===== src/rtl/wb_unit_pkg.sv =====
// wb_unit_pkg: load encodings, queue entry type and load data alignment/extension.
package wb_unit_pkg;
    localparam int XLEN = 32;
    localparam logic [2:0] F3_LB  = 3'd0;
    localparam logic [2:0] F3_LH  = 3'd1;
    localparam logic [2:0] F3_LW  = 3'd2;
    localparam logic [2:0] F3_LBU = 3'd4;
    localparam logic [2:0] F3_LHU = 3'd5;

    typedef struct packed {
        logic [4:0] rd;
        logic [2:0] f3;
        logic [1:0] alo;
    } ld_ent_t;

    // LW and the undefined encodings fall through to the raw word.
    function automatic logic [XLEN-1:0] ld_extend(input logic [XLEN-1:0] w, input logic [2:0] f3,
                                                  input logic [1:0] alo);
        logic [7:0]  b;
        logic [15:0] h;
        b = w[{alo, 3'b000} +: 8];
        h = alo[1] ? w[31:16] : w[15:0];
        return f3 == F3_LB  ? {{24{b[7]}}, b} :
               f3 == F3_LBU ? {24'b0, b} :
               f3 == F3_LH  ? {{16{h[15]}}, h} :
               f3 == F3_LHU ? {16'b0, h} : w;
    endfunction
endpackage


===== src/rtl/wb_unit_if.sv =====
// wb_unit_if: ALU, load issue, memory response and regfile write signals of the writeback stage.
interface wb_unit_if;
    import wb_unit_pkg::*;
    logic            clk_enable;
    logic            alu_valid;
    logic            alu_ready;
    logic [4:0]      alu_rd;
    logic [XLEN-1:0] alu_data;
    logic            ld_issue_valid;
    logic            ld_issue_ready;
    logic [4:0]      ld_issue_rd;
    logic [2:0]      ld_issue_f3;
    logic [1:0]      ld_issue_alo;
    logic            mem_rvalid;
    logic [XLEN-1:0] mem_rdata;
    logic            w_en;
    logic [4:0]      w_sel;
    logic [XLEN-1:0] w_data;
    logic [31:0]     ld_busy;
    logic            err_unexp;

    modport master (
        output clk_enable, alu_valid, alu_rd, alu_data, ld_issue_valid, ld_issue_rd,
               ld_issue_f3, ld_issue_alo, mem_rvalid, mem_rdata,
        input  alu_ready, ld_issue_ready, w_en, w_sel, w_data, ld_busy, err_unexp
    );
    modport slave (
        input  clk_enable, alu_valid, alu_rd, alu_data, ld_issue_valid, ld_issue_rd,
               ld_issue_f3, ld_issue_alo, mem_rvalid, mem_rdata,
        output alu_ready, ld_issue_ready, w_en, w_sel, w_data, ld_busy, err_unexp
    );
endinterface


===== src/rtl/wb_unit_ld_pending_fifo.sv =====
// ld_pending_fifo: in-order outstanding-load queue exposing every slot plus its valid mask.
module ld_pending_fifo import wb_unit_pkg::*; #(
    parameter int DEPTH = 4
) (
    input  logic              clk,
    input  logic              rst,
    input  logic              push_i,
    input  logic              pop_i,
    input  ld_ent_t           din_i,
    output ld_ent_t           head_o,
    output logic              full_o,
    output logic              empty_o,
    output ld_ent_t           ent_o [DEPTH],
    output logic [DEPTH-1:0]  valid_o
);
    localparam int PW = $clog2(DEPTH);
    localparam int CW = PW + 1;

    ld_ent_t         mem_q [DEPTH];
    logic [PW-1:0]   rd_q, rd_d, wr_q, wr_d;
    logic [CW-1:0]   cnt_q, cnt_d;

    always_comb begin
        rd_d  = pop_i ? rd_q + 1'b1 : rd_q;
        wr_d  = push_i ? wr_q + 1'b1 : wr_q;
        cnt_d = cnt_q + CW'(push_i) - CW'(pop_i);
    end

    always_ff @(posedge clk) begin
        if (rst) begin
            rd_q  <= '0;
            wr_q  <= '0;
            cnt_q <= '0;
        end else begin
            rd_q  <= rd_d;
            wr_q  <= wr_d;
            cnt_q <= cnt_d;
        end
        if (!rst && push_i) mem_q[wr_q] <= din_i;
    end

    assign head_o  = mem_q[rd_q];
    assign full_o  = cnt_q == CW'(DEPTH);
    assign empty_o = cnt_q == '0;

    // A slot is live when its distance from the head is below the occupancy.
    for (genvar g = 0; g < DEPTH; g++) begin : g_slot
        logic [PW-1:0] off;
        assign off        = PW'(g) - rd_q;
        assign valid_o[g] = {1'b0, off} < cnt_q;
        assign ent_o[g]   = mem_q[g];
    end
endmodule


===== src/rtl/wb_unit.sv =====
// wb_unit: writeback stage merging ALU results and in-order load responses into one
// registered regfile write, with a pending-load scoreboard for load-use stalls.
module wb_unit import wb_unit_pkg::*; #(
    parameter int LD_DEPTH = 4
) (
    input logic     clk,
    input logic     rst,
    wb_unit_if.slave bus
);
    ld_ent_t            head, push_ent;
    ld_ent_t            ents [LD_DEPTH];
    logic [LD_DEPTH-1:0] vld;
    logic               full, empty, push, pop, alu_fire;
    logic               w_en_q, w_en_d, err_q, err_d;
    logic [4:0]         w_sel_q, w_sel_d;
    logic [XLEN-1:0]    w_data_q, w_data_d;
    logic [31:0]        busy;

    assign push_ent = '{rd: bus.ld_issue_rd, f3: bus.ld_issue_f3, alo: bus.ld_issue_alo};
    assign bus.ld_issue_ready = bus.clk_enable & ~full;
    assign bus.alu_ready      = bus.clk_enable & ~bus.mem_rvalid;
    assign push     = bus.ld_issue_valid & bus.ld_issue_ready;
    assign pop      = bus.clk_enable & bus.mem_rvalid & ~empty;
    assign alu_fire = bus.alu_valid & bus.alu_ready;

    ld_pending_fifo #(.DEPTH(LD_DEPTH)) u_fifo (
        .clk     (clk),
        .rst     (rst),
        .push_i  (push),
        .pop_i   (pop),
        .din_i   (push_ent),
        .head_o  (head),
        .full_o  (full),
        .empty_o (empty),
        .ent_o   (ents),
        .valid_o (vld)
    );

    // Load responses win the write port; the ALU is held off via alu_ready.
    always_comb begin
        w_en_d   = pop ? head.rd != '0 : alu_fire & (bus.alu_rd != '0);
        w_sel_d  = pop ? head.rd : alu_fire ? bus.alu_rd : w_sel_q;
        w_data_d = pop ? ld_extend(bus.mem_rdata, head.f3, head.alo) :
                   alu_fire ? bus.alu_data : w_data_q;
        err_d    = err_q | (bus.clk_enable & bus.mem_rvalid & empty);
    end

    always_ff @(posedge clk) begin
        if (rst) begin
            w_en_q   <= 1'b0;
            w_sel_q  <= '0;
            w_data_q <= '0;
            err_q    <= 1'b0;
        end else if (bus.clk_enable) begin
            w_en_q   <= w_en_d;
            w_sel_q  <= w_sel_d;
            w_data_q <= w_data_d;
            err_q    <= err_d;
        end
    end

    // x0 never stalls issue, so its bit is forced low.
    always_comb begin
        busy = '0;
        for (int i = 0; i < LD_DEPTH; i++)
            if (vld[i]) busy[ents[i].rd] = 1'b1;
        busy[0] = 1'b0;
    end

    assign bus.w_en      = w_en_q;
    assign bus.w_sel     = w_sel_q;
    assign bus.w_data    = w_data_q;
    assign bus.err_unexp = err_q;
    assign bus.ld_busy   = busy;
endmodule


===== src/flat_wrapper.sv =====
// flat-port wrapper written by rule: the top's interface ports become plain ports
module wb_unit_flat import wb_unit_pkg::*;
#(
    parameter int LD_DEPTH = 4
)
  (clk, rst, bus_clk_enable, bus_alu_valid, bus_alu_rd, bus_alu_data, bus_ld_issue_valid, bus_ld_issue_rd, bus_ld_issue_f3, bus_ld_issue_alo, bus_mem_rvalid, bus_mem_rdata, bus_alu_ready, bus_ld_issue_ready, bus_w_en, bus_w_sel, bus_w_data, bus_ld_busy, bus_err_unexp);
  wb_unit_if bus_i ();
  input logic clk;
  input logic rst;
  input wire logic [$bits(bus_i.clk_enable)-1:0] bus_clk_enable;
  input wire logic [$bits(bus_i.alu_valid)-1:0] bus_alu_valid;
  input wire logic [$bits(bus_i.alu_rd)-1:0] bus_alu_rd;
  input wire logic [$bits(bus_i.alu_data)-1:0] bus_alu_data;
  input wire logic [$bits(bus_i.ld_issue_valid)-1:0] bus_ld_issue_valid;
  input wire logic [$bits(bus_i.ld_issue_rd)-1:0] bus_ld_issue_rd;
  input wire logic [$bits(bus_i.ld_issue_f3)-1:0] bus_ld_issue_f3;
  input wire logic [$bits(bus_i.ld_issue_alo)-1:0] bus_ld_issue_alo;
  input wire logic [$bits(bus_i.mem_rvalid)-1:0] bus_mem_rvalid;
  input wire logic [$bits(bus_i.mem_rdata)-1:0] bus_mem_rdata;
  output wire logic [$bits(bus_i.alu_ready)-1:0] bus_alu_ready;
  output wire logic [$bits(bus_i.ld_issue_ready)-1:0] bus_ld_issue_ready;
  output wire logic [$bits(bus_i.w_en)-1:0] bus_w_en;
  output wire logic [$bits(bus_i.w_sel)-1:0] bus_w_sel;
  output wire logic [$bits(bus_i.w_data)-1:0] bus_w_data;
  output wire logic [$bits(bus_i.ld_busy)-1:0] bus_ld_busy;
  output wire logic [$bits(bus_i.err_unexp)-1:0] bus_err_unexp;
  assign bus_i.clk_enable = bus_clk_enable;
  assign bus_i.alu_valid = bus_alu_valid;
  assign bus_i.alu_rd = bus_alu_rd;
  assign bus_i.alu_data = bus_alu_data;
  assign bus_i.ld_issue_valid = bus_ld_issue_valid;
  assign bus_i.ld_issue_rd = bus_ld_issue_rd;
  assign bus_i.ld_issue_f3 = bus_ld_issue_f3;
  assign bus_i.ld_issue_alo = bus_ld_issue_alo;
  assign bus_i.mem_rvalid = bus_mem_rvalid;
  assign bus_i.mem_rdata = bus_mem_rdata;
  assign bus_alu_ready = bus_i.alu_ready;
  assign bus_ld_issue_ready = bus_i.ld_issue_ready;
  assign bus_w_en = bus_i.w_en;
  assign bus_w_sel = bus_i.w_sel;
  assign bus_w_data = bus_i.w_data;
  assign bus_ld_busy = bus_i.ld_busy;
  assign bus_err_unexp = bus_i.err_unexp;
  wb_unit #(.LD_DEPTH(LD_DEPTH)) u_core (.clk(clk), .rst(rst), .bus(bus_i));
endmodule

===== config.mk =====
export PLATFORM = sky130hd
export DESIGN_NAME = wb_unit_flat
export DESIGN_NICKNAME = d
export VERILOG_FILES = /design/src/rtl/wb_unit_pkg.sv /design/src/rtl/wb_unit_if.sv /design/src/rtl/wb_unit_ld_pending_fifo.sv /design/src/rtl/wb_unit.sv /design/src/flat_wrapper.sv
export SDC_FILE = /design/constraint.sdc
export NUM_CORES = 1
export LEC_CHECK = 0
export CAP_MARGIN = 15
export CORE_AREA = 10 10 140 142
export DETAILED_ROUTE_END_ITERATION = 16
export DIE_AREA = 0 0 150 152
export PLACE_DENSITY = 0.64
export SLEW_MARGIN = 20
export SYNTH_ARGS = -nofsm -noshare
export SYNTH_HDL_FRONTEND = slang
export SYNTH_SLANG_ARGS = --single-unit

===== constraint.sdc =====
create_clock -name clk -period 3.2 [get_ports clk]
set_input_delay 0.32 -clock clk [delete_from_list [all_inputs] [get_ports clk]]
set_output_delay 0.32 -clock clk [all_outputs]
set_load 0.03 [all_outputs]

### Word-level counts from Yosys, hierarchy flattened

Memory sizes are Yosys's and may differ from the RTL's. A register that Yosys moved wholly into a read port is not among the register bits.
Cells that the tools add are included.
Widths: inputs -> output; s select.

* output and inout bits: 73
* memory bits (writable): 40
* memories kept: 1
* flip-flop bits (word level): 46

* shift operators: 1
* reductions and logical operators: 12
* eq/ne operators: 4
* mux-type cells: 26
* magnitude comparators: 12
* add/sub/neg operators: 8
* bitwise operators: 15

Memory list
* u_core.u_fifo.mem_q: words 4, width 10, rd ports 5, clocked after Yosys merged registers in 1, wr ports 1, line wb_unit_ld_pending_fifo.sv:19 `ld_ent_t mem_q [DEPTH];`

Operators by type and width (count)
* $mux 32: 10
* $or 32x32->32: 3
* $shiftx 32x6->8: 1
* $lt 5x6->1 const B: 4
* $demux 1 s5: 4
* $ge 5x1->1 const B: 4
* $mux 16: 1
* $lt 2x3->1: 4
* $mux 5: 2
* $reduce_bool 5->1: 2
* $eq 3x3->1 const B: 3
* $and 1x1->1: 8
* $mux 1: 7
* $logic_not 3->1: 2
* $logic_and 1x1->1: 5
* $add 2x1->2 const B: 2
* $mux 2: 2
* $sub 1x2->2 const A: 2
* $sub 2x2->2 const A: 2
* $add 3x1->3: 1
* $eq 3x1->1 const B: 1
* $not 1->1: 3
* $sub 3x1->3: 1
* $reduce_and 2->1: 1
* other kinds (3): 3

### Depth between registers and ports, before layout

Gate-level depths: netlist (run 1).
An unclocked memory read counts as a cell.

* depth after elaboration: 12
* gate-level depth with buffers: 12
* depth with buffers taken out: 10

### Cells and area by module

Synthesis (run 1) repeated with hierarchy kept, for this count alone.

* cell total of the unflattened synthesis: 517
* area total of the unflattened synthesis: 5267.6 µm²

By module, submodules not included
* wb_unit: cells an instance 402, instances 1, area each 3259.4 µm²
* ld_pending_fifo: cells an instance 115, instances 1, area each 2008.2 µm²

### Worst setup path after synthesis (run 1)

OpenSTA, ideal clock, no wires.

* path kind: reg-to-reg
* start: register u_core.u_fifo.cnt_q[2]
* end: register u_core.u_fifo.cnt_q[2]
* required time: 3072 ps
* buffers on the path: 1
* path slack: 509 ps
* library setup time: 128 ps
* period minus slack after synthesis: 2691 ps
* arrival: 2563 ps
* cell stages (with the launch flop): 11
* cell sequence: dfxtp_1 > clkbuf_1 > a21oi_1 > nand2_1 > ha_1 > inv_1 > ha_1 > fa_1 > xnor2_1 > xnor2_1 > nor2_1

* cells in the longest elaborated chain, start to end: 6

RTL lines
* start: declaration: line wb_unit_ld_pending_fifo.sv:21 `logic [CW-1:0] cnt_q, cnt_d;`
* start signal: assignment: line wb_unit_ld_pending_fifo.sv:37 `cnt_q <= cnt_d;`
* $eq 3x3->1: line wb_unit_ld_pending_fifo.sv:43 `assign full_o = cnt_q == CW'(DEPTH);`
* $not 1->1: line wb_unit.sv:20 `assign bus.ld_issue_ready = bus.clk_enable & ~full;`
* $and 1x1->1: line wb_unit.sv:20
* via bus_ld_issue_ready: line flat_wrapper.sv:21 `output wire logic [$bits(bus_i.ld_issue_ready)-1:0] bus_ld_issue_ready;`
* $and 1x1->1: line wb_unit.sv:22 `assign push = bus.ld_issue_valid & bus.ld_issue_ready;`
* $add 3x1->3: line wb_unit_ld_pending_fifo.sv:26 `cnt_d = cnt_q + CW'(push_i) - CW'(pop_i);`
* $sub 3x1->3: line wb_unit_ld_pending_fifo.sv:26

The timed path passes the listed nets, and every way through them passes these cells.
A chain may end at the register's enable or synchronous reset.

### Worst setup path after layout (run 1)

* start: register u_core.u_fifo.cnt_q[1]
* end: output bus_ld_busy[28]

* cells in the longest elaborated chain, start to end: 8

RTL lines
* $lt 2x3->1: line wb_unit_ld_pending_fifo.sv:50 `assign valid_o[g] = {1'b0, off} < cnt_q;`
* $mux 32: line wb_unit.sv:66 `if (vld[i]) busy[ents[i].rd] = 1'b1;`
* $or 32x32->32 (no source line)
* $mux 32: line wb_unit.sv:66
* $or 32x32->32 (no source line)
* $mux 32: line wb_unit.sv:66
* $or 32x32->32 (no source line)
* $mux 32 *: line wb_unit.sv:66
* end: declaration: line flat_wrapper.sv:25 `output wire logic [$bits(bus_i.ld_busy)-1:0] bus_ld_busy;`

Every way passes the cells marked *; elsewhere a longest branch is shown, timed or not.

==> metrics, run 1 <==
crit path cell chain inv_1 -> ha_1 -> a21boi_0 -> o21bai_2 -> nand4_1 -> o32ai_1 -> a221o_1 -> dlygate4sd2_1; starting utilization of the core area 0.313; count of flip-flops with a built-in enable after synthesis 40; leading cell types in the layout, fill and taps excluded clkdlybuf4s50_1, dfxtp_1, edfxtp_1; wire length of the first global-routing pass 30.6 mm; detail-routed net length per standard cell 22.4 microns; WL final 19.8 mm; net count after synthesis 592; Core Area 0.0169 sq mm; max-slew headroom at the worst pin 0.571; slew at the pin closest to its max-slew limit 0.643 ns; power density relative to cell area 584 mW/mm^2; Syn-to-layout area delta 39.8%; overall die height 152 microns; final std cells w/o fill 886; clock tree from TritonCTS yes; count of hold buffers inserted by post-cts repair 0; static leakage 2.80 nW; Worst EP required 2.88 ns; highest clock rate 0.322 GHz; share of cells above drive strength 1 0.0956; final worst path period need 3.10 ns; number of nets in the layout 750; kind of cell with the highest combined delay on the critical path compound AO/OA/AOI/OAI gates; cell area after technology mapping 0.00531 sq mm; post-route DRC violation count 0; sequential-to-total area share from yosys stat 0.408; half-perimeter wire length after placement 15.3 mm; Hold Violations, Final 0; FF+latch count, synth 88; number of H-tree branching levels 3; critical path type reg2out; run status completed; setup violation total in the final timing report 0; Min Hold Slack 0.329 ns; Synth Area per Inst 10.7 sq um; final cycle utilization of the critical path 0.970; clock insertion delay at the later pin of the skew report 0.34 ns; arrival time at the worst endpoint 2.78 ns; buffers from clock root to sink, at most 2; overall overflow remaining after global route 0; sink count of the clock tree 88; flip-flop cell with the highest count after synthesis dfxtp_1; type of the tightest min-delay check in2reg; Maximum Capacitance Violations 0; largest stage delay on the critical path 0.41 ns; drt pass-1 iters 5; peak fanout along the critical path 5; crit end category output pin; Synth Warn # 0; overall fraction of global-route tracks in use 0.168; leading cell type in the layout, fill and taps excluded clkdlybuf4s50_1; Row Count 48; number of instances in the placed design 868; Pins Over Slew Limit 0; via count 5,054; cell at the slowest stage of the critical path dlygate4sd2_1; port bufs 156; Inserted Clock Buffers 9; I/O pin cnt 158; least setup slack across all paths after layout 0.0950 ns; fill cell instance count of the final layout 1,646; routability congestion estimate from global placement 0.885; clk slew on worst S/H paths 0.06 ns; IR Drop Worst-Case VDD 0.000312 V; setup repair after global routing missed its margin no; post-placement setup slack 0.112 ns; area of the die 0.0228 sq mm; remaining antenna violation count 0; library cells used by synthesis 55; via count of the first global-routing pass 5,146; number of antenna violations at the first check in global routing 2; pin count of the biggest net entering global routing 36; CTS root buf clkbuf_16; cell count after synthesis 496; FFs w/ async S/R, synth 0; element type at the critical path start flip-flop; skew final 0.0102 ns; setup TNS 0 ns; number of design-rule violations left by the first detailed-router iteration 375; detail-routed via count per cell 5.70; die width 150 microns; count of buffering cells on the critical path with inverters included 2
metrics by stage:
stage	power, mW	area, sq um	utilization
global route	4.54	7410	0.438
floorplan	2.56	5310	-
global placement	3.25	7090	0.419
detailed placement	3.29	7090	0.419
finish	4.33	7410	0.438
CTS	4.34	7380	0.436
cells by family (layout without fill, tap and decap cells):
| group | after synthesis | in the layout | synth area share |
|---|---|---|---|
| muxes | 40 | 40 | 0.126 |
| DFF | 88 | 88 | 0.408 |
| xor gates and xnor gates | 6 | 6 | 0.00991 |
| AOI/OAI and AO/OA | 172 | 172 | 0.242 |
| buffers and inverters | 44 | 207 | 0.0538 |
| other | 1 | 3 | 0.000707 |
| and+or+nand+nor | 134 | 134 | 0.133 |
| adders and majority gates | 11 | 11 | 0.0274 |
sequential cells by signal (all words and copies together), names as in the netlist, named ones only:
| name | count |
|---|---|
| u_core.bus.w_data | 32 |
| u_core.u_fifo.wr_q | 2 |
| u_core.u_fifo.mem_q | 40 |
| u_core.bus.w_sel | 5 |
| u_core.u_fifo.cnt_q | 3 |
| u_core.bus.w_en | 1 |
| u_core.bus.err_unexp | 1 |
| u_core.u_fifo.rd_q | 2 |
layout make-up:
class	instances	area, sq um	area share
Inverter	12	45.0	0.00607
Multi-Input combinational cell	364	2900	0.391
Timing Repair Buffer	179	1720	0.233
Sequential cell	88	2160	0.292
Antenna cell	2	5.00	0.000675
Clock inverter	7	71.3	0.00962
Clock buffer	9	225	0.0304
Tap cell	225	282	0.0380
worst paths after layout:
| check | startpoint | end | slack [ns] | cells past startpoint |
|---|---|---|---|---|
| worst max-delay path | u_core.u_fifo.cnt_q[1]$_SDFF_PP0_ | bus_ld_busy[28] | 0.1 | 8 |
| worst min-delay path | rst | flip-flop | 0.33 | 2 |
| worst max register to register | flip-flop | u_core.bus.w_data[31]$_SDFFE_PP0P_ | 0.44 | 5 |
| worst min register to register | u_core.bus.w_data[7]$_SDFFE_PP0P_ | u_core.bus.w_data[7]$_SDFFE_PP0P_ | 0.48 | 2 |
synthesized netlist by cell type, types with 4 or more instances:
cell / count / area share
a211oi_1: 7 / 0.0099
a21oi_1: 12 / 0.011
a221o_1: 31 / 0.058
a221oi_1: 26 / 0.043
a22oi_1: 12 / 0.017
a31o_2: 6 / 0.0099
and2_1: 6 / 0.0071
and3b_1: 5 / 0.0083
buf_6: 7 / 0.015
clkbuf_1: 15 / 0.011
clkbuf_8: 6 / 0.016
dfxtp_1: 48 / 0.18
edfxtp_1: 40 / 0.23
ha_1: 10 / 0.024
inv_1: 12 / 0.0085
mux2i_1: 22 / 0.042
mux4_1: 15 / 0.074
nand2_1: 39 / 0.028
nand2b_1: 6 / 0.0071
nand3_1: 5 / 0.0047
nand3b_1: 6 / 0.0085
nor2_1: 33 / 0.023
nor2b_1: 4 / 0.0047
nor3_1: 4 / 0.0038
nor3b_1: 8 / 0.011
o211ai_1: 5 / 0.0071
o21ai_0: 23 / 0.022
o22ai_1: 34 / 0.040
or3b_2: 4 / 0.0066
xnor2_1: 6 / 0.0099
what timing repair did:
item	CTS	global route
gates resized for setup	28	11
endpoints found under the setup margin	31	10
setup buffers	0	0
routing by layer:
metal / share of wire / global-route usage / up-vias
li1: - / - / 2328
met5: 0 / 0 / -
met4: 0.021 / 0.0565 / 0
met3: 0.070 / 0.0347 / 32
met1: 0.43 / 0.212 / 2463
met2: 0.48 / 0.276 / 231
power breakdown:
part / leakage, nW / switching (mW) / internal (mW)
Clock: 0.136 / 0.449 / 0.604
Sequential: 0.755 / 0.121 / 1.32
Combinational: 1.90 / 1.05 / 0.787
worst reg2reg max path: cells and delay by family (launching register included):
family	cells	cell delay, ns
multiplexers	2	1.21
AND/OR/NAND/NOR	2	0.77
flip-flops	1	0.55
AO/OA/AOI/OAI	1	0.12
Note: power is estimated with default switching activity, not from simulation.
==> run 2: changes to the inputs <==
- HOLD_SLACK_MARGIN: unset -> 0.15
==> results of run 2 <==
Same layout as run 1: the final DEF is identical, and so are final timing and power.
